`src/rtl/ssd_pkg.sv`:
```
// Shared definitions for the seven-segment scanner: default digit count,
// anode-off pattern and packed-value nibble extraction.
package ssd_pkg;

    localparam int SSD_DIGITS = 4;
    localparam int MAX_DIGITS = 32;
    localparam int VAL_W      = 4 * MAX_DIGITS;

    localparam logic [MAX_DIGITS-1:0] ANODE_OFF = '1;

    function automatic logic [3:0] nib_of(
        input logic [VAL_W-1:0] v,
        input int               i
    );
        return 4'(v >> (4 * i));
    endfunction

endpackage

```
`src/rtl/ssd_tick_gen.sv`:
```
// Digit-slot prescaler: counts 0..PRESCALE-1 and flags the last cycle
// of each slot.
module ssd_tick_gen #(
    parameter int PRESCALE = 50000
) (
    input  logic                        clk,
    input  logic                        rst_n,
    output logic [$clog2(PRESCALE)-1:0] cnt,
    output logic                        slot_end
);

    localparam int CW = $clog2(PRESCALE);

    assign slot_end = (cnt == CW'(PRESCALE - 1));

    always_ff @(posedge clk or negedge rst_n) begin
        if (!rst_n) begin
            cnt <= '0;
        end else if (slot_end) begin
            cnt <= '0;
        end else begin
            cnt <= cnt + CW'(1);
        end
    end

endmodule

```
`src/rtl/ssd_scanner.sv`:
```
// Time-multiplexed common-anode seven-segment scanner with frame-aligned
// value commits and optional leading-zero blanking.
module ssd_scanner
    import ssd_pkg::*;
#(
    parameter int DIGITS   = SSD_DIGITS,
    parameter int PRESCALE = 50000,
    parameter int DEAD     = 0
) (
    input  logic                  clk,
    input  logic                  rst_n,
    input  logic                  load,
    input  logic [4*DIGITS-1:0]   value,
    input  logic                  blank_lz,
    output logic [3:0]            nibble,
    output logic [DIGITS-1:0]     anode_n,
    output logic                  blank,
    output logic                  frame_done
);

    localparam int IW = $clog2(DIGITS);
    localparam int CW = $clog2(PRESCALE);

    logic [CW-1:0]       cnt;
    logic                slot_end;
    logic [IW-1:0]       idx;
    logic [4*DIGITS-1:0] disp;
    logic [4*DIGITS-1:0] pend;
    logic                pend_v;
    logic                boundary;
    logic                dead;
    logic                zero_run;
    logic [DIGITS-1:0]   lz;
    logic [3:0]          nib_d;
    logic [DIGITS-1:0]   an_d;
    logic                blank_d;

    ssd_tick_gen #(
        .PRESCALE (PRESCALE)
    ) u_tick (
        .clk      (clk),
        .rst_n    (rst_n),
        .cnt      (cnt),
        .slot_end (slot_end)
    );

    assign boundary = slot_end && (idx == IW'(DIGITS - 1));
    // Signed compare keeps DEAD=0 a plain always-false test.
    assign dead     = (int'(cnt) < DEAD);

    always_ff @(posedge clk or negedge rst_n) begin
        if (!rst_n) begin
            idx <= '0;
        end else if (slot_end) begin
            idx <= boundary ? '0 : idx + IW'(1);
        end
    end

    // A load on the boundary itself bypasses the pending register.
    always_ff @(posedge clk or negedge rst_n) begin
        if (!rst_n) begin
            disp   <= '0;
            pend   <= '0;
            pend_v <= 1'b0;
        end else if (boundary) begin
            if (load) begin
                disp <= value;
            end else if (pend_v) begin
                disp <= pend;
            end
            pend_v <= 1'b0;
        end else if (load) begin
            pend   <= value;
            pend_v <= 1'b1;
        end
    end

    always_comb begin
        lz       = '0;
        zero_run = 1'b1;
        for (int i = DIGITS - 1; i > 0; i--) begin
            zero_run = zero_run && (nib_of(VAL_W'(disp), i) == 4'h0);
            lz[i]    = blank_lz && zero_run;
        end
    end

    always_comb begin
        nib_d = nib_of(VAL_W'(disp), int'(idx));
        an_d  = ANODE_OFF[DIGITS-1:0];
        if (!dead) begin
            an_d[idx] = 1'b0;
        end
        blank_d = dead || lz[idx];
    end

    always_ff @(posedge clk or negedge rst_n) begin
        if (!rst_n) begin
            nibble     <= 4'h0;
            anode_n    <= ANODE_OFF[DIGITS-1:0];
            blank      <= 1'b1;
            frame_done <= 1'b0;
        end else begin
            nibble     <= nib_d;
            anode_n    <= an_d;
            blank      <= blank_d;
            frame_done <= boundary;
        end
    end

endmodule
```
`config.mk`:
```
export PLATFORM = sky130hd
export DESIGN_NAME = ssd_scanner
export DESIGN_NICKNAME = d
export VERILOG_FILES = /design/src/rtl/ssd_pkg.sv /design/src/rtl/ssd_tick_gen.sv /design/src/rtl/ssd_scanner.sv
export SDC_FILE = /design/constraint.sdc
export NUM_CORES = 1
export LEC_CHECK = 0
export BUFFER_PORTS_ARGS = -buffer_cell sky130_fd_sc_hd__buf_2
export CORE_UTILIZATION = 23
export DETAILED_ROUTE_END_ITERATION = 10
export PLACE_DENSITY = 0.36
export REMOVE_ABC_BUFFERS = 1
export SKIP_CTS_REPAIR_TIMING = 1
export SYNTH_ARGS = -nofsm -noshare
export SYNTH_HDL_FRONTEND = slang
export SYNTH_SLANG_ARGS = --single-unit
```
`constraint.sdc`:
```
create_clock -name clk -period 4.8 [get_ports clk]
set_input_delay 0.48 -clock clk [delete_from_list [all_inputs] [get_ports clk]]
set_output_delay 0.48 -clock clk [all_outputs]
set_load 0.005 [all_outputs]
```
==> flow_metrics.tcl <==
set metrics [dict create \
    result_of_the_run "finished, violations left" \
    violations "DRC" \
    maxSlewHeadroom_pct 46.3 \
    mappedNetlistArea_mm2 0.00274 \
    floorplan.rows 39 \
    synth.lib_cells_used.distinct 31 \
    cell_internal_pwr_w 0.00109 \
    timing.hold.worst.class "in2async" \
    overflow 0 \
    gr-usage-all-layers_pct 10.4 \
    timing.final.setup_violations 0 \
    layout_setup_ws_ps 2280 \
    clock_latency_ps 330 \
    syn_inst 202 \
    routed_wire_length_um 5580 \
    grt_max_degree 62 \
    p_total_w 0.00136 \
    power_switching_share_pct 19.6 \
    detailroute.via_count 1658 \
    chipHeight_um 111 \
    synth_seq_cells 61 \
    critPathMaxFanout 7 \
    detail_route.first_pass.iterations 9 \
    crit_start "u_tick.cnt[5]$_DFF_PN0_" \
    clock_power_share_pct 54.9 \
    p_leak_nw 1.49 \
    p_switching_w 0.000266 \
    detailedRoute.firstIterationViolations 42 \
    crit_required_ps 5010 \
    routed_wire_length_per_instance_um 14.5 \
    power_frac_seq_pct 40.1 \
    nNetsFinal 262 \
    vdd.ir_drop.worst_v 0.000148 \
    cp_data_arrival_time_ps 2730 \
    nFillCells 1169 \
    ff2ff_path_depth 5 \
    timing_max_transition_violations_final 0 \
    yosysWarningCount 0 \
    timing.critical_path.from_type "register" \
    final-instance-count-excl-fill 385 \
    clkSinkCount 61 \
    report.final.hold_viol_count 0 \
    final_antenna_net_count 0 \
    clock_tree_from_tritoncts "yes" \
    cts_made_buffers 9 \
    pin_count 30 \
    h-tree-depth 3 \
    layout.cells.most_common_list "dfrtp_1 (56), mux2_2 (50), buf_2 (29), nor2_1 (14)" \
    diodes 0 \
    critical_path_class "reg2reg" \
    initial_antenna_violation_count 0 \
    cts_root_buf "clkbuf_16" \
    rsz0062_at_grt "no" \
    clk_path_buf_depth 2 \
    clkSlewWorstSetupHoldPaths_ps 60 \
    dieArea_mm2 0.0123 \
    max_clock_freq_mhz 397 \
    initial_utilization_pct 23.8 \
    area_growth_pct 23.2 \
    synth_largest_type_area_fraction_pct 51.2 \
    crit_path_end_kind "register" \
    worst_clk_skew_ps 7.56 \
    timing.setup.tns_ps 0 \
    synth_seq_area_share_pct 56.0 \
    post-route-period-util_pct 52.5 \
    utilization_pct 29.3 \
    grt_first_pass_wirelength_um 9600 \
    floorplan.die.width_um 111 \
    dp.final_hpwl_um 3680 \
    avgSynthCellArea_um2 13.5 \
    synth.area.top_cells "dfrtp_1 (51%), mux2_2 (21%), dfstp_2 (4.8%), mux4_2 (3.3%), xnor2_1 (2.9%)" \
    preCtsSetupSlack_ps 2260 \
    power_frac_comb_pct 5.0 \
    post-route-drc-count 9 \
    cap_violations 0 \
    worst_slew_pin_slew_ps 806 \
    dp_cells 369 \
    power.density_mw_per_mm2 403 \
    number_of_global_route_vias_before_repair 1791 \
    port_buffers 29 \
    ff2ff_setup_slack_ps 2280 \
    finalWorstPathRequiredPeriod_ps 2520 \
    placeableCoreArea_mm2 0.0115 \
    netlist.top_cell.by_area "dfrtp_1" \
    gpl.final_weighted_congestion 0.708 \
    critical_path.reg2reg.startpoint "u_tick.cnt[5]$_DFF_PN0_" \
    layout_commonest_cell "dfrtp_1" \
    drive_gt1_share_pct 45.5 \
    via_count_normalized_by_instance_count 4.31 \
]
final timing paths:
check	to
worst max-delay path	idx[1]$_DFFE_PN0N_
worst min-delay path	pend[14]$_DFFE_PN0P_
worst max register to register	idx[1]$_DFFE_PN0N_
worst min register to register	u_tick.cnt[12]$_DFF_PN0_
max in group asynchronous	frame_done$_DFF_PN0_
min in group clk	pend[12]$_DFFE_PN0P_
flip-flops by register name (all words and copies together), names as in the netlist:
| signal | count |
|---|---|
| frame_done | 1 |
| anode_n | 4 |
| disp | 16 |
| nibble | 4 |
| u_tick.cnt | 16 |
| blank | 1 |
| pend | 16 |
| idx | 2 |
| pend_v | 1 |
layout make-up:
class / count / area [um^2] / share of cell area, %
sequential: 61 / 1530 / 45.5
multi-input combinational: 126 / 1130 / 33.4
clock buffer: 12 / 246 / 7.31
tap: 143 / 179 / 5.31
timing repair buffer: 31 / 160 / 4.75
clock inverter: 4 / 95.1 / 2.82
inverter: 8 / 30.0 / 0.891
layer usage:
metal / wire (um) / part of all wire [%] / GRT usage, % / vias to the layer above
met5: 0 / 0 / 0 / -
met4: 195 / 3.5 / 7.84 / 0
met3: 224 / 4.0 / 2.35 / 13
met2: 2380 / 43 / 14.4 / 32
met1: 2780 / 50 / 13.9 / 828
li1: - / - / - / 785
synthesized netlist by cell type (all sizes together):
library cell,instances
or4b,2
a21oi,2
clkbuf,4
dfrtp,56
nand4b,1
inv,8
o21ai,1
or4,2
xnor2,9
dfstp,5
nor4,4
buf,3
ha,5
mux4,4
nand4,5
and3,1
nand2,7
nor2b,1
mux2,50
nand3,6
or2,2
nor2,15
o31ai,1
xor2,4
nor3,4
worst max-delay path, stage by stage, from the launching register on:
cell	delay, ps
dfrtp_1	420
or4b_1	550
or2_2	300
nor3_1	520
buf_4	280
mux2_2	340
stage by stage:
stage | hold WS [ps] | area [um^2]
detailed placement | 491 | 3030
floorplan | 184 | 2690
global placement | 484 | 3030
finish | 316 | 3370
CTS | 360 | 3370
global route | 396 | 3370
power by group through the flow:
stage / registers, W / clock network [W] / logic, W
floorplan: 0.000551 / 0 / 0.0000381
global placement: 0.000553 / 0 / 0.0000702
detailed placement: 0.000554 / 0 / 0.0000706
CTS: 0.000545 / 0.000766 / 0.0000709
global route: 0.000548 / 0.000792 / 0.0000769
finish: 0.000545 / 0.000745 / 0.0000682
kinds of logic (layout without fill, tap and decap cells):
kind of cell	Yosys count	after routing	synth area share [%]
buffers and inverters	15	55	2.79
adders and majority gates	5	5	2.29
AOI/OAI and AO/OA	4	4	0.823
and+or+nand+nor	50	50	10.1
xor gates and xnor gates	13	13	4.16
DFF	61	61	56.0
muxes	54	54	23.9
Note: power is estimated with default switching activity, not from simulation.
